<file path="config.mk">
export PLATFORM = sky130hd
export DESIGN_NAME = perm_bits_iter_flat
export DESIGN_NICKNAME = d
export VERILOG_FILES = /design/src/rtl/perm_bits_iter_if.sv /design/src/rtl/perm_bits_iter.sv /design/src/flat_wrapper.sv
export SDC_FILE = /design/constraint.sdc
export NUM_CORES = 1
export LEC_CHECK = 0
export ABC_AREA = 1
export BUFFER_PORTS_ARGS = -buffer_cell sky130_fd_sc_hd__buf_2
export CORE_ASPECT_RATIO = 1.75
export CORE_MARGIN = 2
export CORE_UTILIZATION = 30
export DETAILED_ROUTE_END_ITERATION = 10
export HOLD_SLACK_MARGIN = 0.12
export PLACE_DENSITY_LB_ADDON = 0.3
export SETUP_SLACK_MARGIN = 0.3
export SLEW_MARGIN = 25
export SYNTH_ARGS = -nofsm -noshare
export SYNTH_HDL_FRONTEND = slang
export SYNTH_SLANG_ARGS = --single-unit
</file>
<file path="constraint.sdc">
create_clock -name clk -period 2.19 [get_ports clk]
set_clock_uncertainty 0.05 [all_clocks]
set_input_delay 0.3285 -clock clk [delete_from_list [all_inputs] [get_ports clk]]
set_output_delay 0.3285 -clock clk [all_outputs]
set_load 0.03 [all_outputs]
</file>
<file path="src/rtl/perm_bits_iter_if.sv">
// Handshake and data bundle for the iterative bit-permutation layer.
// The master side sources blocks and sinks results; the slave side is the permutation engine.
interface perm_bits_iter_if #(
    parameter int unsigned G          = 4,
    parameter int unsigned MAX_ROUNDS = 15
);
    localparam int unsigned W  = G * G;
    localparam int unsigned B  = G * W;
    localparam int unsigned CW = $clog2(MAX_ROUNDS + 1);

    logic          in_valid;
    logic          in_ready;
    logic [B-1:0]  in_data;
    logic          in_inv;
    logic [CW-1:0] in_count;
    logic          abort;
    logic          out_valid;
    logic          out_ready;
    logic [B-1:0]  out_data;
    logic          busy;

    modport master (
        output in_valid, in_data, in_inv, in_count, abort, out_ready,
        input  in_ready, out_valid, out_data, busy
    );

    modport slave (
        input  in_valid, in_data, in_inv, in_count, abort, out_ready,
        output in_ready, out_valid, out_data, busy
    );
endinterface

</file>
<file path="src/rtl/perm_bits_iter.sv">
// Iterative lane-local bit permutation: applies the forward or inverse round map a
// programmable number of times, one round per clock, behind valid/ready on both sides.
module perm_bits_iter #(
    parameter int unsigned G          = 4,
    parameter int unsigned MAX_ROUNDS = 15
) (
    input  logic            clk,
    input  logic            rst,
    perm_bits_iter_if.slave bus
);
    localparam int unsigned W  = G * G;
    localparam int unsigned B  = G * W;
    localparam int unsigned CW = $clog2(MAX_ROUNDS + 1);
    localparam bit SATURATE    = (MAX_ROUNDS < ((2 ** CW) - 1));

    typedef enum logic [1:0] {
        IDLE = 2'd0,
        BUSY = 2'd1,
        DONE = 2'd2
    } state_t;

    state_t        state_q, state_d;
    logic [B-1:0]  data_q, data_d;
    logic          inv_q, inv_d;
    logic [CW-1:0] cnt_q, cnt_d;
    logic          out_valid_q, busy_q;

    logic [B-1:0]  round_fwd;
    logic [B-1:0]  round_inv;
    logic [CW-1:0] count_sat;
    logic          in_ready_c;
    logic          accept;

    // One round is pure wiring: each lane is permuted independently with constant indices.
    for (genvar w = 0; w < G; w++) begin : g_lane
        for (genvar a = 0; a < G; a++) begin : g_row
            for (genvar b = 0; b < G; b++) begin : g_col
                localparam int unsigned SRC = w * W + G * a + b;
                localparam int unsigned FWD = w * W + G * ((w - b + G) % G) + a;
                localparam int unsigned INV = w * W + G * b + ((w - a + G) % G);
                assign round_fwd[FWD] = data_q[SRC];
                assign round_inv[INV] = data_q[SRC];
            end
        end
    end

    // Counts above MAX_ROUNDS only exist when the port is wider than the limit needs.
    if (SATURATE) begin : g_sat
        assign count_sat = (bus.in_count > CW'(MAX_ROUNDS)) ? CW'(MAX_ROUNDS) : bus.in_count;
    end else begin : g_nosat
        assign count_sat = bus.in_count;
    end

    assign in_ready_c = ((state_q == IDLE) || ((state_q == DONE) && bus.out_ready)) && !rst;
    assign accept     = in_ready_c && bus.in_valid;

    // Next-state and datapath update; abort overrides everything and keeps the data register.
    always_comb begin
        state_d = state_q;
        data_d  = data_q;
        inv_d   = inv_q;
        cnt_d   = cnt_q;

        case (state_q)
            IDLE, DONE: begin
                if (accept) begin
                    data_d  = bus.in_data;
                    inv_d   = bus.in_inv;
                    cnt_d   = count_sat;
                    state_d = (count_sat != '0) ? BUSY : DONE;
                end else if ((state_q == DONE) && bus.out_ready) begin
                    state_d = IDLE;
                end
            end
            BUSY: begin
                data_d = inv_q ? round_inv : round_fwd;
                cnt_d  = cnt_q - CW'(1);
                if (cnt_q <= CW'(1)) begin
                    state_d = DONE;
                end
            end
            default: begin
                state_d = IDLE;
            end
        endcase

        if (bus.abort) begin
            state_d = IDLE;
            data_d  = data_q;
            inv_d   = inv_q;
            cnt_d   = cnt_q;
        end
    end

    always_ff @(posedge clk or posedge rst) begin
        if (rst) begin
            state_q     <= IDLE;
            data_q      <= '0;
            inv_q       <= 1'b0;
            cnt_q       <= '0;
            out_valid_q <= 1'b0;
            busy_q      <= 1'b0;
        end else begin
            state_q     <= state_d;
            data_q      <= data_d;
            inv_q       <= inv_d;
            cnt_q       <= cnt_d;
            out_valid_q <= (state_d == DONE);
            busy_q      <= (state_d == BUSY);
        end
    end

    assign bus.in_ready  = in_ready_c;
    assign bus.out_valid = out_valid_q;
    assign bus.out_data  = data_q;
    assign bus.busy      = busy_q;
endmodule

</file>
<file path="src/flat_wrapper.sv">
// flat-port wrapper written by rule: the top's interface ports become plain ports
module perm_bits_iter_flat 
#(
    parameter int unsigned G          = 4,
    parameter int unsigned MAX_ROUNDS = 15
)
  (clk, rst, bus_in_valid, bus_in_data, bus_in_inv, bus_in_count, bus_abort, bus_out_ready, bus_in_ready, bus_out_valid, bus_out_data, bus_busy);
  perm_bits_iter_if #(.G(G), .MAX_ROUNDS(MAX_ROUNDS)) bus_i ();
  input  logic clk;
  input  logic rst;
  input wire logic [$bits(bus_i.in_valid)-1:0] bus_in_valid;
  input wire logic [$bits(bus_i.in_data)-1:0] bus_in_data;
  input wire logic [$bits(bus_i.in_inv)-1:0] bus_in_inv;
  input wire logic [$bits(bus_i.in_count)-1:0] bus_in_count;
  input wire logic [$bits(bus_i.abort)-1:0] bus_abort;
  input wire logic [$bits(bus_i.out_ready)-1:0] bus_out_ready;
  output wire logic [$bits(bus_i.in_ready)-1:0] bus_in_ready;
  output wire logic [$bits(bus_i.out_valid)-1:0] bus_out_valid;
  output wire logic [$bits(bus_i.out_data)-1:0] bus_out_data;
  output wire logic [$bits(bus_i.busy)-1:0] bus_busy;
  assign bus_i.in_valid = bus_in_valid;
  assign bus_i.in_data = bus_in_data;
  assign bus_i.in_inv = bus_in_inv;
  assign bus_i.in_count = bus_in_count;
  assign bus_i.abort = bus_abort;
  assign bus_i.out_ready = bus_out_ready;
  assign bus_in_ready = bus_i.in_ready;
  assign bus_out_valid = bus_i.out_valid;
  assign bus_out_data = bus_i.out_data;
  assign bus_busy = bus_i.busy;
  perm_bits_iter #(.G(G), .MAX_ROUNDS(MAX_ROUNDS)) u_core (.clk(clk), .rst(rst), .bus(bus_i));
endmodule
</file>
### Word level (Yosys, flattened, before mapping)

Index checks and enable logic that the tools add are counted.

* register bits after elaboration: 73
* latch bits: 0
* RAM bits: 0
* bits in read-only memories: 0
* output and inout port bits: 67
* memories kept: 0

* add/subtract/negate cells: 1
* $mul: 0
* div/mod/pow operators: 0
* magnitude comparators: 1
* equality and inequality tests: 5
* shift operators: 0
* muxes and demuxes: 11
* bitwise gates (word level): 2
* reduce and logical (&&, ||, !) cells: 12

Operators by type and width (count)
* 2-to-1 mux 64 bit: 2
* case mux 64 bit (2 select lines): 1
* 2-to-1 mux 2 bit: 5
* case mux 4 bit (2 select lines): 1
* AND reduction 3 bit: 2
* == test 2 x 1 -> 1 bit (second input constant): 2
* == test 2 bit (second input constant): 2
* less-or-equal comparator 4 x 1 -> 1 bit (second input constant): 1
* 2-to-1 mux 4 bit: 1
* case mux 2 bit (2 select lines): 1
* AND reduction 4 bit: 1
* nonzero test 4 bit: 1
* subtractor 4 x 1 -> 4 bit (second input constant): 1
* logical AND 1 bit: 3
* logical NOT 2 bit: 1
* != test 2 x 1 -> 1 bit (second input constant): 1
* NOT 1 bit: 2
* nonzero test 2 bit: 1
* OR reduction 2 bit: 1
* logical NOT 1 bit: 1
* logical OR 1 bit: 1

### Logic depth before layout (Yosys ltp)

Gate-level depths: netlist of the first run.

* word-level depth: 9
* mapped depth: 10
* depth with buffers taken out: 8

### Least setup slack after synthesis of the first run

No wires, ideal clock.

* kind: register to register
* from: register u_core.state_q[0]
* to: register u_core.data_q[3] (netlist: u_core.bus.out_data[3])
* setup time: 0.121 ns
* data arrival time: 1.237 ns
* data required time: 2.019 ns
* slack: 0.782 ns
* cell stages (with the launch flop): 9
* path buffers: 2
* clock period less this slack: 1.408 ns
* cell sequence: dfrtp_1 nor2_1 nand3_2 nand2_1 nand2_1 buf_6 buf_2 nand2_1 o21ai_1

* cells in the longest elaborated chain, start to end: 7
* elaborated cells on any way between the ends: 12
* those cells by class: eq/ne (3); mux (1); reduce/logical (8)

RTL lines
* from (decl): line perm_bits_iter.sv:22 `state_t state_q, state_d;`
* from (signal assigned): line perm_bits_iter.sv:104 `state_q <= state_d;`
* == test 2 bit: line perm_bits_iter.sv:54, perm_bits_iter.sv:64
* logical AND 1 bit: line perm_bits_iter.sv:54 `assign in_ready_c = ((state_q == IDLE) || ((state_q == DONE) && bus.out_ready)) && !rst;`
* logical OR 1 bit: line perm_bits_iter.sv:54
* logical AND 1 bit: line perm_bits_iter.sv:54
* logical AND 1 bit: line perm_bits_iter.sv:55 `assign accept = in_ready_c && bus.in_valid;`
* != test 2 x 1 -> 1 bit (no line)
* AND reduction 3 bit (no line)
* to (signal assigned): line perm_bits_iter.sv:105 `data_q <= data_d;`
* to (decl): line perm_bits_iter.sv:23 `logic [B-1:0] data_q, data_d;`

Parallel ways exist; a longest one is shown, timed or not.
A chain may end at the register's enable or synchronous reset.

### Worst setup path in the final report of the first run

* from: register u_core.state_q[0]
* to: output bus_in_ready

* cells in the longest elaborated chain, start to end: 4
* elaborated cells on any way between the ends: 5
* those cells by class: eq/ne (1); reduce/logical (4)

RTL lines
* == test 2 bit: line perm_bits_iter.sv:54
* logical AND 1 bit: line perm_bits_iter.sv:54
* logical OR 1 bit (*): line perm_bits_iter.sv:54
* logical AND 1 bit (*): line perm_bits_iter.sv:54
* to (decl): line flat_wrapper.sv:17 `output wire logic [$bits(bus_i.in_ready)-1:0] bus_in_ready;`

Mark *: on every way between the ends. The rest lies on a longest branch, timed or not.

==> results of run 1 <==
-- cell families (layout without fill, tap and decap cells) --
logic type / count (synthesis) / in the layout / synth area share
adders and majority gates: 2 / 2 / 0.00588
AOI/OAI and AO/OA: 123 / 123 / 0.178
and+or+nand+nor: 333 / 333 / 0.300
buffers and inverters: 78 / 206 / 0.0874
DFF: 73 / 73 / 0.430
-- worst max path at each step --
stage	from	endpoint	slack, ns	cells past startpoint
2_1_floorplan	u_core.state_q[0]	u_core.bus.out_data[3]	0.78	8
3_3_place_gp	u_core.state_q[1]	u_core.bus.out_data[54]	0.53	8
3_5_place_dp	bus_out_ready	u_core.bus.out_data[49]	0.49	8
4_1_cts	u_core.state_q[0]	bus_in_ready	0.47	3
5_1_grt	u_core.state_q[0]	u_core.bus.out_data[20]	0.30	7
6_report	u_core.state_q[0]	bus_in_ready	0.49	3
-- registers in the layout (all words and copies together), names as in the netlist --
register and cells:
u_core.bus.out_data 64, u_core.cnt_q 4, u_core.state_q 2, u_core.bus.busy 1, u_core.bus.out_valid 1, u_core.inv_q 1
-- metal layers --
metal	track usage	part of all wire	wire length, µm
met1	0.193	0.41	4990
met2	0.305	0.53	6530
met3	0.0299	0.042	519
met4	0.0567	0.019	238
met5	0	0	0
-- timing repair --
item	CTS	global route
hold buffers	1	0
setup buffers	0	0
hold endpoints to repair	28	0
-- metrics by stage --
stage	area (µm²)	hold WS (ns)	power, mW	worst slack, ns	cells
after floorplan	4260	0.395	3.97	0.782	609
after global placement	5070	0.422	4.78	0.526	897
after detailed placement	5070	0.426	4.81	0.494	897
after CTS	5410	0.149	6.47	0.466	914
after global routing	5410	0.169	6.85	0.301	914
final	5410	0.156	6.39	0.487	914
-- worst max-delay path, stage by stage, from the launching register on --
cell and delay [ns]:
dfrtp_1 0.43, nor2_1 0.17, and2_1 0.19, buf_2 0.21
-- cells in the final DEF, fill, tap and decap left out, types with 3 or more instances in the layout --
cell type / instances
inv_1: 36
a21boi_1: 3
o21ai_0: 49
o211ai_1: 28
a21oi_1: 4
nand2_1: 309
a21boi_0: 25
dfrtp_1: 72
buf_4: 8
clkbuf_16: 9
o21ai_1: 14
nor2_1: 9
nand3_1: 10
buf_2: 140
-- power by group through the flow --
stage               combinational (mW)  sequential (mW)  clock [mW]
finish                            2.52             2.23        1.63
global placement                  2.53             2.26           0
detailed placement                2.56             2.25           0
global route                      2.82             2.30        1.74
CTS                               2.56             2.23        1.68
floorplan                         1.08             2.89           0
-- layout make-up --
class,count,area [µm²]
Fill cell,1553,8500
Multi-Input combinational cell,458,2060
Sequential cell,73,1830
Timing Repair Buffer,151,811
Clock buffer,12,256
Tap cell,177,221
Inverter,39,155
Clock inverter,4,73.8
==> flow_metrics.tcl, run 1 <==
set metrics [dict create \
    outcome "completed" \
    layout-drive-gt1-share 0.235 \
    maxCapViolations 0 \
    port_buffers 140 \
    final_antenna_net_count 0 \
    rsz0062_at_grt "no" \
    async_reset_ff_frac 1.00 \
    post_cts_resized 0 \
    hold_end "u_core.inv_q" \
    p_per_area_mw_per_mm2 1180 \
    routed_via_density 4.60 \
    wl_per_cell_um 13.4 \
    synthTopCellsByArea "dfrtp_1 43%, nand2_1 27%, o21ai_0 5.8%" \
    insertedDiodeCount 0 \
    initial_utilization 0.306 \
    dieArea_mm2 0.0152 \
    ioPinCount 141 \
    dp.final_hpwl_mm 8.86 \
    final_core_util 0.389 \
    die_w_um 94.0 \
    clk_pin_slew_ns 0.06 \
    wl_mm 12.3 \
    cp.required_ns 1.81 \
    netSwitchingFraction 0.435 \
    regToRegEndpoint "u_core.bus.out_data[33]" \
    ys_seq_area_frac 0.430 \
    rows 57 \
    r2r-start "u_core.state_q[1]" \
    worst_r2r_path_depth 8 \
    worst_pin_slew_ns 0.607 \
    end_kind "output port" \
    detailroute.via_count 4202 \
    timing.fmax_mhz 587 \
    post-route-min-period_ns 1.70 \
    p_seq_frac 0.350 \
    die_y_um 162 \
    drt_iter0_markers 174 \
    synth_flop_cell "dfrtp_1" \
    setup.worst_path.start_class "register" \
    nNetsFinal 808 \
    coreArea_mm2 0.0139 \
    path_max_fanout 5 \
    fin_crit_sh 0.778 \
    grt_start_max_net_pins 50 \
    grt_first_pass_wirelength_mm 20.2 \
    areaGrowthSynthToFinish_pct 27.2 \
    gp_congestion 0.780 \
    timing.reg2reg.setup_slack_ns 0.51 \
    syn_inst 609 \
    fin_setup_tns_ns 0 \
    antenna_found_initial 0 \
    h-tree-depth 3 \
    clk_latency_ns 0.33 \
    track_usage 0.167 \
    drc_errors 0 \
    ys_types 21 \
    ys_ff_latch 73 \
    slew_violations 0 \
    grt_overflow 0 \
    finalSetupViolations 0 \
    syn-num-nets 685 \
    cts-root-buf "clkbuf_16" \
    hold-path-cell-count 3 \
    hold_path.class "in2reg" \
    syn-cell-area_mm2 0.00425 \
    synth_top_area_share 0.430 \
    internal-power_mw 3.61 \
    synth_most_common_cell "nand2_1" \
    hold_violations 0 \
    grt_pass1_vias 4139 \
    clock_path_buffers 2 \
    path_class "reg2out" \
    crit_arrival_ns 1.32 \
    cts_buffers 9 \
    ys_warn_count 0 \
    slew_headroom 0.595 \
    power_frac_clock 0.255 \
    synth_edf_count 0 \
    synth_top_area_cell "dfrtp_1" \
    hp-start "bus_in_inv" \
    p_leak_nw 2.99 \
    numClockSinks 73 \
    syn_area_per_cell_um2 6.98 \
    power_frac_comb 0.395 \
    vdd_drop_max_uv 500 \
    switchingPower_mw 2.78 \
    drt_pass1_iterations 4 \
    synthTopCellsByCount "311 x nand2_1, 73 x dfrtp_1, 49 x o21ai_0" \
    cts_tree "built" \
]
(Power assumes the default switching activity.)
==> inputs of run 2 (changes only) <==
==> constraint.sdc (replaced) <==
create_clock -name clk -period 1.4 [get_ports clk]
set_clock_uncertainty 0.05 [all_clocks]
set_input_delay 0.21 -clock clk [delete_from_list [all_inputs] [get_ports clk]]
set_output_delay 0.21 -clock clk [all_outputs]
set_load 0.03 [all_outputs]
==> run 2 against run 1 <==
Net effect:
- the flow now finishes with violations (setup timing)
- global-route usage increased by 3.2 points
- sequential power rose by 53%
- clock power is 33% higher
- wire length increased by 24%
==> flow_metrics.tcl, run 2 (same netlist as run 1, synthesis figures left out) <==
set metrics [dict create \
    numClockSinks 73 \
    slowest_delay_ns 0.42 \
    p_leak_nw 3.82 \
    slew_violations 0 \
    grt_first_pass_wirelength_mm 23.6 \
    setup.worst_path.start_class "register" \
    critPathSlowestCell "dfrtp_1" \
    detailroute.via_count 4732 \
    finalPower_mw 12.4 \
    fin_crit_sh 1.05 \
    antenna_found_initial 0 \
    vdd_drop_max_uv 753 \
    path_class "reg2reg" \
    drt_pass1_iterations 4 \
    path_max_fanout 14 \
    final_cell_mix "250 x nand2_1, 73 x buf_2, 69 x dfrtp_1" \
    dp.final_hpwl_mm 8.85 \
    h-tree-depth 3 \
    die_y_um 162 \
    final_antenna_net_count 0 \
    drc_errors 0 \
    post-route-min-period_ns 1.47 \
    cpMostUsedCell "nand2_1" \
    nNetsFinal 903 \
    cts-root-buf "clkbuf_16" \
    wl_per_cell_um 15.1 \
    rsz0062_at_grt "yes" \
    wl_mm 15.2 \
    ioPinCount 141 \
    port_buffers 140 \
    slew_headroom 0.636 \
    finalSetupViolations 64 \
    timing.hold.ws_ns 0.135 \
    maxCapViolations 0 \
    gp_congestion 0.843 \
    cts_buffers 9 \
    p_per_area_mw_per_mm2 1700 \
    worst_pin_slew_ns 0.546 \
    die_w_um 94.0 \
    dieArea_mm2 0.0152 \
    grt_overflow 0 \
    initial_utilization 0.306 \
    path_cells "buf_4 -> nand2_8 -> inv_4 -> bufbuf_16 -> o211ai_1 -> nand2_1 -> nand2_1 -> nand2_1" \
    cts_tree "built" \
    final_common_cell "nand2_1" \
    cp.required_ns 1.58 \
    timing.fmax_mhz 678 \
    rows 57 \
    hold_path.class "in2reg" \
    routed_via_density 4.69 \
    violations "setup timing" \
    pre_cts_slack_ns -0.0553 \
    end_kind "register" \
    drt_iter0_markers 228 \
    clk_latency_ns 0.33 \
    layout-drive-gt1-share 0.422 \
    grt_start_max_net_pins 50 \
    track_usage 0.200 \
    coreArea_mm2 0.0139 \
    grt_pass1_vias 4848 \
    clock_path_buffers 2 \
    insertedDiodeCount 0 \
    fin_setup_tns_ns -1.87 \
    clk_pin_slew_ns 0.06 \
    hold_violations 0 \
    setup_ws_ns -0.0750 \
    crit_arrival_ns 1.65 \
    areaGrowthSynthToFinish_pct 71.8 \
    largest_reg_flops 64 \
    outcome "finished with violations" \
]
[run 2: worst paths after layout]
kind,from,end,slack [ns],depth (start not counted)
setup / recovery,u_core.state_q[0],u_core.bus.out_data[7],-0.07,8
hold / removal,bus_in_data[1],u_core.bus.out_data[1],0.13,5
setup reg to reg,u_core.state_q[0],u_core.bus.out_data[7],-0.07,8
hold reg to reg,u_core.cnt_q[3],u_core.cnt_q[3],0.48,2
max in group asynchronous,rst,u_core.bus.out_data[47],0.67,5
min in group asynchronous,rst,u_core.bus.busy,0.19,4
[run 2: layout make-up]
class                      instances  area (µm²)
inverter                          39         179
sequential                        73        1830
clock inverter                     3        15.0
multi-input combinational        458        2440
timing repair buffer             246        2350
tap                              177         221
clock buffer                      13         260
fill                            1315        6600
[run 2: power breakdown]
| group | leakage [nW] | internal, mW | total, mW | switching, mW |
|---|---|---|---|---|
| logic | 2.77 | 3.19 | 6.85 | 3.67 |
| clock network | 0.139 | 1.29 | 2.16 | 0.875 |
| registers | 0.912 | 2.78 | 3.41 | 0.623 |
| total | 3.82 | 7.26 | 12.4 | 5.17 |
[run 2: worst max-delay path, delay by kind of cell, from the launching register on]
| family | cells | cell delay, ns |
|---|---|---|
| DFF | 1 | 0.42 |
| and+or+nand+nor | 4 | 0.29 |
| AOI/OAI and AO/OA | 1 | 0.08 |
| buffers and inverters | 3 | 0.51 |
[run 2: through the flow]
stage           util  instance area, µm²  std cells
2_1_floorplan      -                4270        609
4_1_cts        0.496                6890       1002
3_3_place_gp   0.378                5260        907
5_1_grt        0.525                7300       1009
6_report       0.525                7300       1009
3_5_place_dp   0.378                5260        907
[run 2: routing by layer]
layer  vias to the layer above  track usage  wire length [µm]
li1                       2371            -                 -
met1                      2210        0.223              5980
met2                       124        0.369              8260
met3                        27       0.0322               541
met4                         0       0.0804               444
met5                         -            0                 0
[run 2: what timing repair did]
item,4_1_cts,5_1_grt
hold endpoints to repair,21,0
endpoints found under the setup margin,140,153
pin swaps,14,24
resized for setup,195,83
hold buffers,12,0
cloned,7,5
buffers inserted,60,2
